`src/rtl/if_fetch_stage_if.sv`:
```
// Instruction-memory request/response bus between the fetch stage and instruction memory.
// The fetch stage drives requests (master); memory answers in order, one word per accepted request.
interface if_fetch_stage_if;
  logic        imem_req_valid;
  logic [31:0] imem_req_addr;
  logic        imem_req_ready;
  logic        imem_rsp_valid;
  logic [31:0] imem_rsp_data;

  modport master (
    output imem_req_valid,
    output imem_req_addr,
    input  imem_req_ready,
    input  imem_rsp_valid,
    input  imem_rsp_data
  );

  modport slave (
    input  imem_req_valid,
    input  imem_req_addr,
    output imem_req_ready,
    output imem_rsp_valid,
    output imem_rsp_data
  );
endinterface

```
`src/rtl/if_fetch_stage.sv`:
```
// Instruction-fetch stage: owns the PC, issues sequential fetches, tags responses with their PC,
// queues them in order for decode and discards responses from redirected-away paths.
module if_fetch_stage #(
  parameter logic [31:0] RESET_PC = 32'h0000_0000,
  parameter int unsigned DEPTH    = 2
) (
  input  logic                      clk,
  input  logic                      rst_n,
  input  logic [31:0]               pc_next,
  input  logic                      pcsrc,
  output logic [31:0]               pc,
  if_fetch_stage_if.master          imem,
  output logic                      if_valid,
  output logic [31:0]               if_instr,
  output logic [31:0]               if_pc,
  input  logic                      if_ready
);

  localparam int unsigned CW = $clog2(DEPTH + 1);
  localparam int unsigned PW = (DEPTH > 1) ? $clog2(DEPTH) : 1;

  logic [31:0]   pc_q, pc_d;
  logic [CW-1:0] out_cnt_q, out_cnt_d;
  logic [CW-1:0] buf_cnt_q, buf_cnt_d;
  logic [CW-1:0] drop_cnt_q, drop_cnt_d;
  logic [PW-1:0] tag_wr_q, tag_wr_d, tag_rd_q, tag_rd_d;
  logic [PW-1:0] buf_wr_q, buf_wr_d, buf_rd_q, buf_rd_d;

  logic [31:0] tag_q       [DEPTH];
  logic [31:0] buf_pc_q    [DEPTH];
  logic [31:0] buf_instr_q [DEPTH];

  logic        pop, credit, accept, rsp, keep;
  logic [CW:0] occupancy;

  function automatic logic [PW-1:0] ptr_inc(input logic [PW-1:0] p);
    if (p == PW'(DEPTH - 1)) return '0;
    return p + PW'(1);
  endfunction

  assign if_valid = (buf_cnt_q != '0);
  assign if_pc    = if_valid ? buf_pc_q[buf_rd_q]    : '0;
  assign if_instr = if_valid ? buf_instr_q[buf_rd_q] : '0;
  assign pop      = if_valid & if_ready;

  // A slot freed by this cycle's pop may be reused by this cycle's request.
  assign occupancy = {1'b0, out_cnt_q} + {1'b0, buf_cnt_q} - {{CW{1'b0}}, pop};
  assign credit    = (occupancy < (CW + 1)'(DEPTH));

  // Reset gating keeps the request quiet while rst_n is held low.
  assign imem.imem_req_valid = rst_n & credit & ~pcsrc;
  assign imem.imem_req_addr  = pc_q;
  assign pc                  = pc_q;

  assign accept = imem.imem_req_valid & imem.imem_req_ready;
  // A response with nothing outstanding is a protocol error and is ignored.
  assign rsp    = imem.imem_rsp_valid & (out_cnt_q != '0);
  assign keep   = rsp & (drop_cnt_q == '0) & ~pcsrc;

  always_comb begin
    pc_d       = pc_q;
    out_cnt_d  = out_cnt_q;
    buf_cnt_d  = buf_cnt_q;
    drop_cnt_d = drop_cnt_q;
    tag_wr_d   = tag_wr_q;
    tag_rd_d   = rsp ? ptr_inc(tag_rd_q) : tag_rd_q;
    buf_wr_d   = buf_wr_q;
    buf_rd_d   = buf_rd_q;

    if (pcsrc) begin
      // Everything still outstanding belongs to the old path and must be dropped on return.
      pc_d       = pc_next;
      buf_cnt_d  = '0;
      buf_wr_d   = '0;
      buf_rd_d   = '0;
      out_cnt_d  = out_cnt_q - CW'(rsp);
      drop_cnt_d = out_cnt_q - CW'(rsp);
    end else begin
      if (accept) begin
        pc_d     = pc_q + 32'd4;
        tag_wr_d = ptr_inc(tag_wr_q);
      end
      out_cnt_d = out_cnt_q + CW'(accept) - CW'(rsp);
      if (rsp && drop_cnt_q != '0) drop_cnt_d = drop_cnt_q - CW'(1);
      if (keep) buf_wr_d = ptr_inc(buf_wr_q);
      if (pop)  buf_rd_d = ptr_inc(buf_rd_q);
      buf_cnt_d = buf_cnt_q + CW'(keep) - CW'(pop);
    end
  end

  always_ff @(posedge clk or negedge rst_n) begin
    if (!rst_n) begin
      pc_q       <= RESET_PC;
      out_cnt_q  <= '0;
      buf_cnt_q  <= '0;
      drop_cnt_q <= '0;
      tag_wr_q   <= '0;
      tag_rd_q   <= '0;
      buf_wr_q   <= '0;
      buf_rd_q   <= '0;
    end else begin
      pc_q       <= pc_d;
      out_cnt_q  <= out_cnt_d;
      buf_cnt_q  <= buf_cnt_d;
      drop_cnt_q <= drop_cnt_d;
      tag_wr_q   <= tag_wr_d;
      tag_rd_q   <= tag_rd_d;
      buf_wr_q   <= buf_wr_d;
      buf_rd_q   <= buf_rd_d;
    end
  end

  // Storage arrays need no reset; counters decide which entries are live.
  always_ff @(posedge clk) begin
    if (accept) tag_q[tag_wr_q] <= pc_q;
    if (keep) begin
      buf_pc_q[buf_wr_q]    <= tag_q[tag_rd_q];
      buf_instr_q[buf_wr_q] <= imem.imem_rsp_data;
    end
  end

endmodule
```
`src/flat_wrapper.sv`:
```
// flat-port wrapper written by rule: the top's interface ports become plain ports
module if_fetch_stage_flat 
#(
  parameter logic [31:0] RESET_PC = 32'h0000_0000,
  parameter int unsigned DEPTH    = 2
)
  (clk, rst_n, pc_next, pcsrc, pc, if_valid, if_instr, if_pc, if_ready, imem_imem_req_valid, imem_imem_req_addr, imem_imem_req_ready, imem_imem_rsp_valid, imem_imem_rsp_data);
  if_fetch_stage_if imem_i ();
  input  logic clk;
  input  logic rst_n;
  input  logic [31:0] pc_next;
  input  logic pcsrc;
  output logic [31:0] pc;
  output logic if_valid;
  output logic [31:0] if_instr;
  output logic [31:0] if_pc;
  input  logic if_ready;
  output wire logic [$bits(imem_i.imem_req_valid)-1:0] imem_imem_req_valid;
  output wire logic [$bits(imem_i.imem_req_addr)-1:0] imem_imem_req_addr;
  input wire logic [$bits(imem_i.imem_req_ready)-1:0] imem_imem_req_ready;
  input wire logic [$bits(imem_i.imem_rsp_valid)-1:0] imem_imem_rsp_valid;
  input wire logic [$bits(imem_i.imem_rsp_data)-1:0] imem_imem_rsp_data;
  assign imem_imem_req_valid = imem_i.imem_req_valid;
  assign imem_imem_req_addr = imem_i.imem_req_addr;
  assign imem_i.imem_req_ready = imem_imem_req_ready;
  assign imem_i.imem_rsp_valid = imem_imem_rsp_valid;
  assign imem_i.imem_rsp_data = imem_imem_rsp_data;
  if_fetch_stage #(.RESET_PC(RESET_PC), .DEPTH(DEPTH)) u_core (.clk(clk), .rst_n(rst_n), .pc_next(pc_next), .pcsrc(pcsrc), .pc(pc), .imem(imem_i), .if_valid(if_valid), .if_instr(if_instr), .if_pc(if_pc), .if_ready(if_ready));
endmodule
```
`config.mk`:
```
export PLATFORM = sky130hd
export DESIGN_NAME = if_fetch_stage_flat
export DESIGN_NICKNAME = d
export VERILOG_FILES = /design/src/rtl/if_fetch_stage_if.sv /design/src/rtl/if_fetch_stage.sv /design/src/flat_wrapper.sv
export SDC_FILE = /design/constraint.sdc
export NUM_CORES = 1
export LEC_CHECK = 0
export CAP_MARGIN = 20
export CORE_MARGIN = 2
export CORE_UTILIZATION = 45
export CTS_BUF_LIST = sky130_fd_sc_hd__clkbuf_4 sky130_fd_sc_hd__clkbuf_8 sky130_fd_sc_hd__clkbuf_16
export DETAILED_ROUTE_END_ITERATION = 8
export DONT_BUFFER_PORTS = 1
export SLEW_MARGIN = 20
export SYNTH_ARGS = -nofsm -noshare
export SYNTH_HDL_FRONTEND = slang
export SYNTH_SLANG_ARGS = --single-unit
```
`constraint.sdc`:
```
create_clock -name clk -period 6.1 [get_ports clk]
set_clock_uncertainty 0.05 [all_clocks]
set_input_delay 1.22 -clock clk [delete_from_list [all_inputs] [get_ports clk]]
set_output_delay 1.22 -clock clk [all_outputs]
set_load 0.005 [all_outputs]
```
==> impl_metrics.csv, run 1 <==
group,metric,value,unit
status,status,"completed",
global_routing,grt_max_degree,66,
setup_path,crit_required,6470,ps
clock_tree,insertion_delay,510,ps
synth,synth_edf_count,192,
detailed_routing,vias,5267,
setup_path,critical_path.slowest_cell,"or2_1",
floorplanning,die_area,0.02300,mm²
synth,yosys-top-cells-area,"edfxtp_1 (59%), dfrtp_1 (11%), mux2i_1 (6.7%)",
detailed_routing,wirelength,19990,µm
timing,final.period_utilization,0.6654,
setup_path,cp_num_buf_inv,1,
setup_path,r2r_cells,9,
global_routing,grt_pass1_vias,5153,
clock_tree,clk_pin_slew,60,ps
timing,setup_tns,0,ps
place,place_congestion,0.7778,
setup_path,crit_chain,"xor2_1 -> nand2_1 -> fa_1 -> xnor2_1 -> or2_1 -> inv_2 -> nor2_2 -> o21ai_0 -> o211ai_1",
synth,yosysWarnings,0,
global_routing,grt_usage,0.1701,
floorplanning,die_h,151.7,µm
finish,nNetsFinal,722,
detailed_routing,viasPerCell,5.603,
clock_tree,max-clock-path-buffers,3,
detailed_routing,wl_per_cell,21.27,µm
setup_path,cp_num_cells,9,
power,ir_drop,0.0003614,V
clock_tree,cts.sinks,234,
setup_path,cp-start-kind,"input pin",
power,pwr-share-comb,0.196,
synth,ys_ff_latch,234,
power,p_clk_frac,0.317,
place,portBuffers,0,
floorplanning,die_x,151.7,µm
finish,drive_gt1_frac,0.1394,
clock_tree,cts_setup_buffers,0,
global_routing,overflow,0,
detailed_routing,postRouteAntennaNets,0,
setup_path,crit_path_max_incr_delay,810,ps
synth,seq_area_frac_synth,0.6948,
setup_path,arrival,4420,ps
min_path,hold_path.class,"input pin to asynchronous set/reset pin",
finish,diodes,0,
synth,syn_avg_cell_area,14.45,µm²
finish,layout_common_cells,"edfxtp_1 (192), nor2_1 (83), mux2i_1 (66), dfrtp_1 (40), mux2_2 (34)",
timing,timing.fmax,246.4,MHz
setup_path,cpLargestDelayFamily,"simple AND/OR/NAND/NOR gates",
clock_tree,h-tree-depth,1,
power,power_density,418.7,mW/mm²
place,hpwl,12750,µm
clock_tree,cts_tree,"done",
clock_tree,cts_hold_buf,0,
global_routing,grt_pass1_wl,29570,µm
power,leakage,3.570,nW
power,netSwitchingFraction,0.2919,
synth,synth_flop_cell,"edfxtp_1",
setup_path,r2r-start,"u_core.buf_cnt_q[1]$_DFF_PN0_",
floorplanning,initial_utilization,0.4538,
timing,hold-worst-slack,355.8,ps
timing,fin_crit,4059,ps
setup_path,cp_max_fo,26,
timing,worst_slew_pin_slew,1056,ps
synth,synth.distinct_cells,45,
timing,maxSlewViolCount,0,
timing,setup_viol,0,
setup_path,path_class,"input pin to register",
power,intPower,0.003152,W
floorplanning,fp.coreArea,0.02162,mm²
detailed_routing,drtIter0Drc,375,
run,drv_cap,0,
setup_path,cp-end-kind,"register",
finish,final_common_cell,"edfxtp_1",
synth,synth_area_leader_cell,"edfxtp_1",
place,dpl.cell_count,897,
clock_tree,cts_buffers,24,
clock_tree,cts_resized,0,
detailed_routing,drt_pass1_iterations,5,
synth,synth_area,0.009811,mm²
synth,synthCells,679,
floorplanning,rows,54,
timing,slew_headroom,0.2941,
synth,synth_top_area_frac,0.5877,
power,seqPwrFrac,0.487,
finish,synthToLayoutAreaGrowth,8.379,%
timing,rsz0062_at_grt,"false",
finish,final_cells,940,
synth,syn_nets,757,
setup_path,timing.rr.end,"u_core.imem.imem_req_addr[7]$_DFFE_PN0P_",
clock_tree,root_buffer,"clkbuf_16",
timing,report.final.hold_viol_count,0,
detailed_routing,drcViolationCount,0,
power,switching_power,0.001299,W
synth,async_flop_share,0.1795,
floorplanning,top_level_ports,200,
setup_path,ff2ff_setup_slack,2110,ps
global_routing,grt_antenna_before_repair,0,
-- layer usage --
layer  wire [µm]  global-route usage
met1        7807              0.2061
met2        9761              0.2869
met3        2165             0.06497
met4         258             0.04444
met5           0                   0
-- synth_stat cells (2+ instances only) --
cell and instances:
nand2_1 33, inv_1 14, clkbuf_1 19, and2_1 7, nand3_2 2, o211ai_1 13
mux2_2 34, nor4_1 2, or3_1 5, a22oi_1 4, mux2i_1 66, ha_1 7
a221o_1 2, a32oi_1 3, a21oi_1 9, dfrtp_1 42, nand3_1 18, xor2_1 4
o21ai_0 17, nor2b_1 4, and3_1 3, a31oi_1 2, edfxtp_1 192, and4_1 4
o311ai_0 6, xnor2_1 9, buf_2 10, nor3_1 2, nand3b_1 2, nor2_1 85
a31o_2 3, buf_1 2, nand4_1 10, buf_4 33
-- stage by stage --
| stage | setup WS, ps | utilization | power [W] | area, µm² |
|---|---|---|---|---|
| 2_1_floorplan | 1412 | - | 0.002873 | 9816 |
| 3_3_place_gp | 1795 | 0.4549 | 0.003029 | 9834 |
| 3_5_place_dp | 1608 | 0.4549 | 0.003086 | 9834 |
| 4_1_cts | 2124 | 0.4905 | 0.004501 | 10610 |
| 5_1_grt | 1729 | 0.4918 | 0.004688 | 10630 |
| 6_report | 2041 | 0.4918 | 0.004452 | 10630 |
-- registers in the layout, indices dropped and copies added (netlist names), 2 cells and up --
signal and cells:
u_core.buf_instr_q 64, u_core.buf_pc_q 64, u_core.tag_q 64, u_core.imem.imem_req_addr 32, u_core.buf_cnt_q 2, u_core.drop_cnt_q 2, u_core.out_cnt_q 2
-- worst max path at each step --
stage / start / slack, ps / end
after floorplan: pcsrc / 1410 / u_core.buf_instr_q[0][0]$_DFFE_PP_
after global placement: if_ready / 1800 / u_core.tag_q[1][12]$_DFFE_PP_
after detailed placement: if_ready / 1610 / u_core.imem.imem_req_addr[7]$_DFFE_PN0P_
after CTS: if_ready / 2120 / u_core.imem.imem_req_addr[7]$_DFFE_PN0P_
after global routing: if_ready / 1730 / u_core.imem.imem_req_addr[7]$_DFFE_PN0P_
final: if_ready / 2040 / u_core.imem.imem_req_addr[7]$_DFFE_PN0P_
-- power groups by stage --
stage / clock [W] / combinational (W) / sequential, W
after floorplan: 0 / 0.000824 / 0.00205
after global placement: 0 / 0.000787 / 0.00224
after detailed placement: 0 / 0.000826 / 0.00226
after CTS: 0.00145 / 0.000831 / 0.00222
after global routing: 0.00151 / 0.000974 / 0.00220
final: 0.00141 / 0.000871 / 0.00217
-- worst reg2reg max path, cell delays in order, from the launching register on --
cell,delay [ps]
dfrtp_1,420
inv_1,70
ha_1,320
fa_1,460
xnor2_1,280
or2_1,810
inv_2,410
nor2_2,710
o21ai_0,230
o211ai_1,140
-- layout make-up --
class | count | area [µm²]
Multi-Input combinational cell | 366 | 2591
Clock inverter | 14 | 122.6
Inverter | 15 | 56.30
Clock buffer | 28 | 648.1
Tap cell | 280 | 350.3
Fill cell | 1852 | 10990
Sequential cell | 234 | 6822
Timing Repair Buffer | 3 | 42.54
-- kinds of logic after synthesis --
logic type               share of synthesized area
flip-flops                                  0.6948
XOR/XNOR                                   0.01161
buffers and inverters                      0.04413
AND/OR/NAND/NOR                            0.09132
AO/OA/AOI/OAI                              0.04081
adder cells (fa/ha/maj)                    0.01097
multiplexers                                0.1064
Note: power is estimated with default switching activity, not from simulation.
==> run 2: changes to the inputs <==
==> constraint.sdc (replaced) <==
create_clock -name clk -period 3.4 [get_ports clk]
set_clock_uncertainty 0.05 [all_clocks]
set_input_delay 0.68 -clock clk [delete_from_list [all_inputs] [get_ports clk]]
set_output_delay 0.68 -clock clk [all_outputs]
set_load 0.005 [all_outputs]
==> run 2 against run 1 <==
Compared with the run above: total power rose by 87%; first-iteration DRC count fell by 13%; critical endpoint is now u_core.imem.imem_req_addr[5]$_DFFE_PN0P_; worst hold slack got worse by 190 ps; non-clock buffer count rose by 8; clock power rose by 100%; flip-flop and latch count did not move; design area rose by 2.4%; sequential share of layout area fell by 1.5 points.
==> impl_metrics.csv, run 2 (synthesis gave the netlist of run 1 again) <==
group,metric,value,unit
floorplanning,rows,54,
global_routing,grt_pass1_wl,28880,µm
finish,drive_gt1_frac,0.1610,
power,leakage,3.684,nW
setup_path,timing.rr.end,"u_core.imem.imem_req_addr[5]$_DFFE_PN0P_",
global_routing,grt_pass1_vias,5143,
global_routing,grt_max_degree,66,
detailed_routing,wl_per_cell,20.53,µm
power,intPower,0.005994,W
timing,maxSlewViolCount,0,
timing,worst_slew_pin_slew,788.7,ps
timing,setup_tns,0,ps
setup_path,cp-start-kind,"register",
finish,fin_area,0.01088,mm²
min_path,min_from,"pcsrc",
setup_path,r2r-start,"u_core.buf_cnt_q[1]$_DFF_PN0_",
finish,final_common_cell,"edfxtp_1",
timing,slew_headroom,0.4742,
clock_tree,insertion_delay,510,ps
place,place_area,0.009950,mm²
setup_path,ff2ff_setup_slack,250,ps
finish,synthToLayoutAreaGrowth,10.93,%
timing,timing.fmax,317.1,MHz
finish,nNetsFinal,731,
power,ir_drop,0.0008640,V
power,p_clk_frac,0.345,
detailed_routing,postRouteAntennaNets,0,
status,status,"completed",
detailed_routing,drt_pass1_iterations,5,
clock_tree,cts_tree,"done",
power,seqPwrFrac,0.467,
power,switching_power,0.002339,W
floorplanning,die_x,151.7,µm
finish,layout_common_cells,"edfxtp_1 (192), nor2_1 (83), mux2i_1 (66), dfrtp_1 (40), mux2_2 (34)",
place,place_congestion,0.8017,
clock_tree,clk_pin_slew,60,ps
min_path,hold_end,"u_core.buf_cnt_q[0]$_DFF_PN0_",
clock_tree,max-clock-path-buffers,3,
power,netSwitchingFraction,0.2807,
timing,fin_crit,3153,ps
power,pwr-share-comb,0.188,
clock_tree,cts_setup_buffers,0,
detailed_routing,vias,5247,
floorplanning,die_area,0.02300,mm²
setup_path,critical_path.slowest_cell,"nor2_2",
detailed_routing,drcViolationCount,0,
timing,setup_viol,0,
clock_tree,root_buffer,"clkbuf_16",
run,drv_cap,0,
detailed_routing,wirelength,19550,µm
floorplanning,fp.coreArea,0.02162,mm²
setup_path,cp-end-kind,"register",
power,power_density,765.7,mW/mm²
setup_path,crit_path_max_incr_delay,620,ps
timing,rsz0062_at_grt,"false",
timing,final.period_utilization,0.9274,
setup_path,r2r_cells,9,
floorplanning,initial_utilization,0.4538,
min_path,hold_path.class,"input pin to register",
setup_path,cp_max_fo,19,
detailed_routing,viasPerCell,5.512,
setup_path,path_class,"register to register",
place,portBuffers,0,
timing,setup_ws,246.8,ps
setup_path,arrival,3480,ps
timing,report.final.hold_viol_count,0,
setup_path,crit_chain,"inv_1 -> ha_1 -> fa_1 -> xnor2_1 -> or2_1 -> inv_2 -> nor2_2 -> o21ai_0 -> o311ai_0",
min_path,whs_path_depth,1,
clock_tree,h-tree-depth,1,
detailed_routing,drtIter0Drc,327,
finish,reg_top3,"u_core.buf_instr_q: 64 flops, u_core.buf_pc_q: 64 flops, u_core.tag_q: 64 flops",
setup_path,crit_required,3730,ps
global_routing,overflow,0,
global_routing,grt_usage,0.1651,
global_routing,grt_antenna_before_repair,1,
clock_tree,cts.sinks,234,
clock_tree,cts_buffers,25,
floorplanning,top_level_ports,200,
floorplanning,die_h,151.7,µm
place,hpwl,12710,µm
place,dp_slack,253.7,ps
run 2: cell types whose count changed in the layout (fill, tap and decap cells not counted), sizes merged:
cell and change:
clkinv -8, clkbuf +6, clkinvlp +2, dlygate4sd3 +1, diode +1, bufinv +3, buf +7
run 2: through the flow:
step | hold WS [ps] | utilization | std cells | power [W]
floorplan | 334.4 | - | 679 | 0.005158
global placement | 336.4 | 0.4602 | 904 | 0.005462
detailed placement | 336.3 | 0.4602 | 904 | 0.005545
CTS | 154.9 | 0.5032 | 951 | 0.008459
global route | 156.1 | 0.5032 | 951 | 0.008762
finish | 170.2 | 0.5034 | 952 | 0.008333
run 2: layout make-up:
type / instances / area [µm²]
Fill cell: 1826 / 10740
Timing Repair Buffer: 11 / 167.7
Multi-Input combinational cell: 366 / 2591
Antenna cell: 1 / 2.502
Inverter: 15 / 56.30
Tap cell: 280 / 350.3
Clock buffer: 34 / 705.7
Sequential cell: 234 / 6822
Clock inverter: 11 / 187.7
run 2: power groups by stage:
| stage | sequential [W] | combinational [W] | clock, W |
|---|---|---|---|
| floorplan | 0.00368 | 0.00148 | 0 |
| global placement | 0.00394 | 0.00152 | 0 |
| detailed placement | 0.00397 | 0.00158 | 0 |
| CTS | 0.00391 | 0.00160 | 0.00295 |
| global route | 0.00395 | 0.00174 | 0.00307 |
| finish | 0.00389 | 0.00156 | 0.00288 |
run 2: repair_timing:
item	4_1_cts	5_1_grt
hold buffers	2	0
gates resized for setup	0	0
hold endpoints to repair	42	0
run 2: worst max-delay path by stage:
stage	startpoint	endpoint	slack, ps	cells past startpoint
final	u_core.buf_cnt_q[1]$_DFF_PN0_	u_core.imem.imem_req_addr[5]$_DFFE_PN0P_	250	9
after global routing	u_core.buf_cnt_q[1]$_DFF_PN0_	u_core.imem.imem_req_addr[5]$_DFFE_PN0P_	80	9
after CTS	u_core.buf_cnt_q[1]$_DFF_PN0_	u_core.imem.imem_req_addr[5]$_DFFE_PN0P_	290	9
after detailed placement	if_ready	u_core.imem.imem_req_addr[5]$_DFFE_PN0P_	250	9
after global placement	if_ready	u_core.imem.imem_req_addr[5]$_DFFE_PN0P_	460	9
after floorplan	pcsrc	u_core.buf_instr_q[0][0]$_DFFE_PP_	210	3
run 2: worst max-delay path, delay by kind of cell (launching register included):
kind                     cells  cell delay, ps
flip-flops                   1             440
buffers and inverters        2             240
XOR/XNOR                     1             330
adder cells (fa/ha/maj)      2             760
AO/OA/AOI/OAI                2             370
AND/OR/NAND/NOR              2             810
run 2: routing by layer:
metal / share of wire / global-route usage / vias up
li1: - / - / 2435
met1: 0.37 / 0.1890 / 2597
met2: 0.50 / 0.2896 / 191
met3: 0.11 / 0.06557 / 24
met4: 0.016 / 0.04120 / 0
met5: 0 / 0 / -
